### src/rtl/instr_encoder.sv
// RV32I encoder for OP-IMM / LUI / AUIPC records, followed by an in-order output queue.
// Records that cannot be encoded still take a queue slot, carrying a zero word and an illegal flag.
package instr_encoder_pkg;
    typedef enum logic [1:0] {
        OK_OP_IMM   = 2'd0,
        OK_OP_LUI   = 2'd1,
        OK_OP_AUIPC = 2'd2
    } t_op_kind;

    typedef enum logic [3:0] {
        FK_ADD  = 4'd0,
        FK_SUB  = 4'd1,
        FK_SLL  = 4'd2,
        FK_SLT  = 4'd3,
        FK_SLTU = 4'd4,
        FK_XOR  = 4'd5,
        FK_SRL  = 4'd6,
        FK_SRA  = 4'd7,
        FK_OR   = 4'd8,
        FK_AND  = 4'd9
    } t_func_kind;
endpackage

module instr_encoder
    import instr_encoder_pkg::*;
#(
    parameter int FIFO_DEPTH = 4
) (
    input  logic                          clk,
    input  logic                          reset,
    input  logic                          in_valid,
    output logic                          in_ready,
    input  t_op_kind                      in_kind,
    input  t_func_kind                    in_func,
    input  logic [4:0]                    in_rd,
    input  logic [4:0]                    in_rs1,
    input  logic [31:0]                   in_imm,
    output logic                          out_valid,
    input  logic                          out_ready,
    output logic [31:0]                   out_word,
    output logic                          out_illegal,
    output logic [$clog2(FIFO_DEPTH):0]   level
);

    localparam int AW = $clog2(FIFO_DEPTH);
    localparam logic [AW-1:0] PTR_ONE   = AW'(1);
    localparam logic [AW:0]   LVL_ONE   = (AW+1)'(1);
    localparam logic [AW:0]   LVL_ZERO  = (AW+1)'(0);
    localparam logic [AW:0]   DEPTH_LVL = (AW+1)'(FIFO_DEPTH);

    logic [2:0]    funct3_s;
    logic          is_shift_s;
    logic          func_ok_s;
    logic [31:0]   enc_word_s;
    logic          enc_illegal_s;
    logic          push_s;
    logic          pop_s;
    logic [32:0]   head_s;

    logic [AW-1:0] wr_ptr_r;
    logic [AW-1:0] rd_ptr_r;
    logic [AW:0]   level_r;
    logic          ready_en_r;
    logic [32:0]   mem_r [FIFO_DEPTH];

    // Map the ALU function to funct3 and classify it as shift / non-shift / unencodable.
    always_comb begin
        funct3_s   = 3'b000;
        is_shift_s = 1'b0;
        func_ok_s  = 1'b1;
        case (in_func)
            FK_ADD:  funct3_s = 3'b000;
            FK_SLL:  begin funct3_s = 3'b001; is_shift_s = 1'b1; end
            FK_SLT:  funct3_s = 3'b010;
            FK_SLTU: funct3_s = 3'b011;
            FK_XOR:  funct3_s = 3'b100;
            FK_SRL:  begin funct3_s = 3'b101; is_shift_s = 1'b1; end
            FK_SRA:  begin funct3_s = 3'b101; is_shift_s = 1'b1; end
            FK_OR:   funct3_s = 3'b110;
            FK_AND:  funct3_s = 3'b111;
            default: func_ok_s = 1'b0;
        endcase
    end

    // Build the instruction word; any illegal record leaves the word at zero.
    always_comb begin
        enc_word_s    = 32'h0000_0000;
        enc_illegal_s = 1'b0;
        case (in_kind)
            OK_OP_IMM: begin
                if (!func_ok_s) begin
                    enc_illegal_s = 1'b1;
                end else if (is_shift_s) begin
                    if (in_imm[31:5] != 27'd0) begin
                        enc_illegal_s = 1'b1;
                    end else begin
                        enc_word_s = {1'b0, (in_func == FK_SRA), 5'b00000, in_imm[4:0],
                                      in_rs1, funct3_s, in_rd, 7'b0010011};
                    end
                end else begin
                    // The 12-bit immediate is sign-extended, so bits 31..11 must all match.
                    if (in_imm[31:11] != {21{in_imm[11]}}) begin
                        enc_illegal_s = 1'b1;
                    end else begin
                        enc_word_s = {in_imm[11:0], in_rs1, funct3_s, in_rd, 7'b0010011};
                    end
                end
            end
            OK_OP_LUI, OK_OP_AUIPC: begin
                if (in_imm[11:0] != 12'h000) begin
                    enc_illegal_s = 1'b1;
                end else begin
                    enc_word_s = {in_imm[31:12], in_rd,
                                  (in_kind == OK_OP_LUI) ? 7'b0110111 : 7'b0010111};
                end
            end
            default: enc_illegal_s = 1'b1;
        endcase
    end

    assign in_ready  = ready_en_r && (level_r < DEPTH_LVL);
    assign out_valid = (level_r != LVL_ZERO);
    assign push_s    = in_valid && in_ready;
    assign pop_s     = out_valid && out_ready;
    assign head_s    = mem_r[rd_ptr_r];
    assign out_word    = out_valid ? head_s[31:0] : 32'h0000_0000;
    assign out_illegal = out_valid ? head_s[32]   : 1'b0;
    assign level       = level_r;

    // Queue pointers, occupancy and the post-reset input enable.
    always_ff @(posedge clk or posedge reset) begin
        if (reset) begin
            wr_ptr_r   <= {AW{1'b0}};
            rd_ptr_r   <= {AW{1'b0}};
            level_r    <= LVL_ZERO;
            ready_en_r <= 1'b0;
        end else begin
            ready_en_r <= 1'b1;
            if (push_s) begin
                wr_ptr_r <= wr_ptr_r + PTR_ONE;
            end else begin
                wr_ptr_r <= wr_ptr_r;
            end
            if (pop_s) begin
                rd_ptr_r <= rd_ptr_r + PTR_ONE;
            end else begin
                rd_ptr_r <= rd_ptr_r;
            end
            case ({push_s, pop_s})
                2'b10:   level_r <= level_r + LVL_ONE;
                2'b01:   level_r <= level_r - LVL_ONE;
                default: level_r <= level_r;
            endcase
        end
    end

    // Queue storage; contents are only visible while occupancy is non-zero.
    always_ff @(posedge clk) begin
        if (push_s) begin
            mem_r[wr_ptr_r] <= {enc_illegal_s, enc_word_s};
        end
    end

endmodule
### config.mk
export PLATFORM = sky130hd
export DESIGN_NAME = instr_encoder
export DESIGN_NICKNAME = d
export VERILOG_FILES = /design/src/rtl/instr_encoder.sv
export SDC_FILE = /design/constraint.sdc
export NUM_CORES = 1
export LEC_CHECK = 0
export BUFFER_PORTS_ARGS = -buffer_cell sky130_fd_sc_hd__buf_2
export CAP_MARGIN = 20
export CORE_AREA = 2 2 114 116
export DETAILED_ROUTE_END_ITERATION = 12
export DIE_AREA = 0 0 116 118
export PLACE_DENSITY = 0.68
export SYNTH_ARGS = -nofsm -noshare
export SYNTH_HDL_FRONTEND = slang
export SYNTH_SLANG_ARGS = --single-unit
export TNS_END_PERCENT = 5
### constraint.sdc
create_clock -name clk -period 2.4 [get_ports clk]
set_clock_uncertainty 0.2 [all_clocks]
set_input_delay 0.48 -clock clk [delete_from_list [all_inputs] [get_ports clk]]
set_output_delay 0.48 -clock clk [all_outputs]
set_load 0.03 [all_outputs]
* After elaboration in Yosys (flattened, before gate mapping) *
Memory sizes are Yosys's and may differ from the RTL's.
Cells that the tools add are included.

storage, ports and cells
  register bits = 8
  bits in writable memories = 132
  input bits = 52
  output and inout bits = 38
  logic and storage cells = 57
  memories = 1

cells by class
  add/subtract/negate cells = 4
  $lt $le $gt $ge = 1
  equal/unequal tests = 13
  muxes and demuxes = 21
  reduce and logical (&&, ||, !) cells = 13

memory list
  name   words  width  rd ports  clocked after memory_dff  write ports  line  text
  mem_r  4      33     1         0                         1            64    logic [32:0] mem_r [FIFO_DEPTH];

operator list
  cell                                                 number
  two-way mux 32 bit                                   5
  one-hot mux 32 bit (2 select lines)                  1
  two-way mux 31 bit                                   1
  nonzero test 27 bit                                  1
  one-hot mux 3 bit (7 select lines)                   1
  inequality test 20 bit                               1
  equality test 4 x 3 -> 1 bit, second input constant  4
  nonzero test 12 bit                                  1
  two-way mux 1 bit                                    10
  OR reduction 9 bit                                   1
  equality test 4 x 2 -> 1 bit, second input constant  2
  equality test 4 bit, second input constant           2
  two-way mux 6 bit                                    1
  one-hot mux 3 bit (2 select lines)                   1
  adder 2 x 1 -> 2 bit, second input constant          2
  equality test 2 x 1 -> 1 bit, second input constant  2
  equality test 2 bit, second input constant           2
  logical NOT 4 bit                                    1
  OR reduction 2 bit                                   2
  adder 3 x 1 -> 3 bit, second input constant          1
  logical AND 1 bit                                    3
  less-than comparator 3 bit, second input constant    1
  nonzero test 3 bit                                   1
  OR reduction 3 bit                                   1
  4 further kinds                                      4

* Depth between registers and ports, before layout *
  word-level depth = 7
  depth in mapped cells = 9
  depth with buffers taken out = 9

* Worst setup path before layout *
Ideal clock, no wire load.

  kind = input to register
  from = in in_imm[24]
  to = mem mem_r[0][32], data pin
  setup time = 272 ps
  arrival time = 2209 ps
  required time = 1928 ps
  slack = -281 ps
  cell stages on the path = 6
  path buffers = 0
  path through = or4_1 -> or2_0 -> or4_4 -> o21ai_1 -> nand2b_1 -> a221o_1

between the ends
  word-level cells in the longest chain between the ends = 5
  elaborated cells between the ends (all ways) = 7
  classes of those cells = 1 x eq/ne; 5 x mux; 1 x reduce/logical

RTL lines
  element                                                               line     text
  start, declared                                                       37       input logic [31:0] in_imm,
  inequality test 20 bit / nonzero test 27 bit (equally long branches)  102, 94
  two-way mux 1 bit (on tied branches)                                  102, 94
  two-way mux 1 bit (*)                                                 93       end else if (is_shift_s) begin
  two-way mux 1 bit (*)                                                 91       if (!func_ok_s) begin
  one-hot mux 1 bit (2 select lines) (*)                                89       case (in_kind)
  named net enc_illegal_s                                               55       logic enc_illegal_s;
  end, declared                                                         64

Mark *: on every way through the listed nets, which the timed path passes. The rest lies on a longest branch.

* Worst setup path in the final report *
  from = reg rd_ptr_r[0]
  to = out out_word[14]

between the ends
  word-level cells in the longest chain between the ends = 2

RTL lines
  element                   line  text
  start, declared           61    logic [AW-1:0] rd_ptr_r;
  start signal, assigned    134   rd_ptr_r <= {AW{1'b0}};
  start signal, assigned    145   rd_ptr_r <= rd_ptr_r + PTR_ONE;
  start signal, assigned    147   rd_ptr_r <= rd_ptr_r;
  memory read (4 x 33 bit)  -
  two-way mux 32 bit        126   assign out_word = out_valid ? head_s[31:0] : 32'h0000_0000;
  end, declared             40    output logic [31:0] out_word,

Every way passes these cells.

==> metrics.yaml <==
cells_and_area:
  area_growth_pct: 40.7
  fin_cells: 660
  final_layout_size_suffix_gt1_frac: 0.525
  nets: 537
  utilization: 0.626
  n_antenna_cell: 0
timing:
  setup_violations: 35
  clock.fmax_mhz: 383
  period_share: 1.09
  drv_slew: 0
  rsz0062_at_grt: "yes"
  final-hold-violation-count: 0
  period_needed_ps: 2610
  fin_ws_ps: -212
  setup_tns_ps: -4980
cts:
  clock-sinks: 124
  numCtsBuffers: 17
  tritoncts: "done"
  cts_buffer_depth: 2
  htree_levels: 4
  insertion_delay_ps: 410
  clk_pin_slew_worst_paths_ps: 60
  cts_root_buf: "clkbuf_16"
worst_setup_path:
  crit_path_start_kind: "flop"
  crit_top_cell: "buf_12"
  slowest_delay_ps: 530
  cpMaxStageDelayCell: "mux4_2"
  crit_path_end_kind: "primary output"
  crit_arrival_ps: 1930
  crit_path_cell_trace: "buf_12, buf_12, mux4_2, and2_4, buf_6"
  crit_type: "flop to primary output"
  required_ps: 1720
  cp_max_fo: 7
route:
  avgRoutedWirePerCell_um: 19.2
  drt_wl_total_um: 12700
  dr.pass1.iters: 4
  ant_nets: 0
  drcViolationCount: 0
  vias: 3499
  drtIter0Drc: 262
  vias_per_cell: 5.30
yosys:
  synth_cells: 332
  synth_edf_count: 116
  synth_top_area_frac: 0.630
  synth.distinct_cells: 45
  synth_top_family_by_area: "multiplexers"
  synth.area.top_cells: "edfxtp_1 (63%), mux4_2 (12%), and2_1 (3.6%), dfrtp_1 (3.6%), a22o_1 (2.7%)"
  synth-compound-area-share: 0.0528
  synth_seq_cells: 124
  synth_xor_area_frac: 0.00951
  avgSynthCellArea_um2: 16.6
  synth_area_leader_cell: "edfxtp_1"
  yosysWarnings: 0
  synthMuxAreaShare: 0.122
  yosys.area_share.simple: 0.0980
  synth_fa_ha_area_frac: 0.0240
  yosysSeqAreaShare: 0.667
  mappedNetlistArea_um2: 5530
  async_reset_ff_frac: 0.0645
  synth_ff_type: "edfxtp_1"
place:
  io_buffers: 87
  gp_congestion: 0.907
  dpl.hpwl_um: 8460
  dp_cells: 623
floorplanning:
  die_w_um: 116
  io_pins: 90
  rows: 41
  die_h_um: 118
  initial_core_util: 0.445
  die-area_um2: 13700
  core-area_um2: 12400
global_route:
  track_usage: 0.199
  grt_pass1_vias: 3753
  antenna_found_initial: 0
  grt_max_degree: 31
  grt_overflow: 0
  grt_pass1_wl_um: 19900
power_and_ir_drop:
  power.leakage_uw: 0.00293
  power_uw: 9760
  ir_worst_vdd_mv: 0.499
  power.density_nw_per_um2: 1260
hold_path:
  hp-class: "primary input to flop"
flow_run:
  cap_violations: 0
run_status:
  status: "finished, violations left"
  violations: "setup timing"
cell usage after synthesis (2+ instances only):
master,count
or4_1,3
ha_1,9
inv_1,14
nand3b_1,2
nand3_1,3
buf_1,3
o21ai_0,2
nor2b_1,2
o2bb2ai_1,4
xnor2_1,3
buf_4,4
nand2b_1,4
and2_1,32
and3_1,4
nor2_1,9
o21a_1,5
nand2_1,7
nor3b_1,2
nor3_1,7
mux4_2,29
dfrtp_1,8
conb_1,2
nor4_1,6
edfxtp_1,116
clkbuf_1,10
xor2_1,3
a22o_1,17
nand4_1,5
sequential cells by signal, summed over array words and instances, names as in the netlist:
register and cells:
mem_r 116, level 3, rd_ptr_r 2, wr_ptr_r 2, ready_en_r 1
cell usage in the layout, fill, tap and decap left out, types with 7 or more instances in the layout:
| master | count |
|---|---|
| a22o_4 | 12 |
| and2_4 | 28 |
| buf_12 | 11 |
| buf_2 | 55 |
| buf_4 | 40 |
| buf_6 | 31 |
| clkbuf_16 | 17 |
| dfrtp_1 | 7 |
| edfxtp_1 | 116 |
| ha_1 | 8 |
| inv_1 | 12 |
| mux4_2 | 29 |
| nand2_1 | 7 |
| nor2_1 | 8 |
| nor3_1 | 7 |
cells by family (layout without fill, tap and decap cells):
family | after synthesis | count (layout)
buf+inv | 32 | 187
other cells | 2 | 3
compound gates | 35 | 35
fa+ha+maj | 10 | 10
xor+xnor | 6 | 6
simple gates | 92 | 92
flops | 124 | 124
mux | 31 | 31
per-layer routing:
layer  wire length, µm  part of all wire  up-vias  GRT usage
met3               850             0.067        6     0.0469
met4               118            0.0093        0     0.0625
met2              6450              0.51      132      0.325
li1                  -                 -     1591          -
met5                 0                 0        -          0
met1              5240              0.41     1770      0.263
path summary, 6_finish.rpt:
kind                                          from                       to  slack (ps)  cells past startpoint
setup / recovery           rd_ptr_r[0]$_DFFE_PP0P_             out_word[14]        -210                      5
hold / removal                            in_rd[0]    mem_r[0][7]$_DFFE_PP_         180                      2
hold reg to reg               level[2]$_DFFE_PP0P_     level[2]$_DFFE_PP0P_         310                      1
setup reg to reg              level[2]$_DFFE_PP0P_     level[2]$_DFFE_PP0P_         190                      8
min in group asynchronous                    reset     level[1]$_DFFE_PP0P_         360                      3
max in group asynchronous                    reset  rd_ptr_r[0]$_DFFE_PP0P_        1390                      3
worst max-delay path: cells and delay by family (launching register included):
kind | cells | cell delay [ps]
multiplexers | 1 | 530
buffers and inverters | 3 | 410
flip-flops | 1 | 390
AND/OR/NAND/NOR | 1 | 180
per-stage QoR:
| stage | hold WS, ps | setup WS (ps) | cell area (µm²) |
|---|---|---|---|
| 2_1_floorplan | 95.7 | -173 | 5580 |
| 3_3_place_gp | 235 | -430 | 6640 |
| 3_5_place_dp | 239 | -474 | 6640 |
| 4_1_cts | 181 | -227 | 7710 |
| 5_1_grt | 181 | -267 | 7770 |
| 6_report | 178 | -212 | 7770 |
power breakdown:
part	internal (µW)	switching [µW]	total, µW
sequential	2590	97.0	2690
combinational	2240	2130	4360
clock	1830	876	2710
cell type report:
cell class	count	area, µm²
multi-input combinational	177	1950
clock inverter	12	195
inverter	14	67.6
sequential	124	3680
tap	172	215
timing repair buffer	141	1220
clock buffer	20	437
fill	918	4640
timing repair:
action | in CTS | in global routing
setup buffers | 2 | 0
cloned | 2 | 0
endpoints found under the setup margin | 111 | 72
pin swaps | 2 | 1
endpoints found under the hold margin | 8 | 0
resized for setup | 104 | 9
hold buffers | 1 | 0
Power figures use the tool's default switching activity.
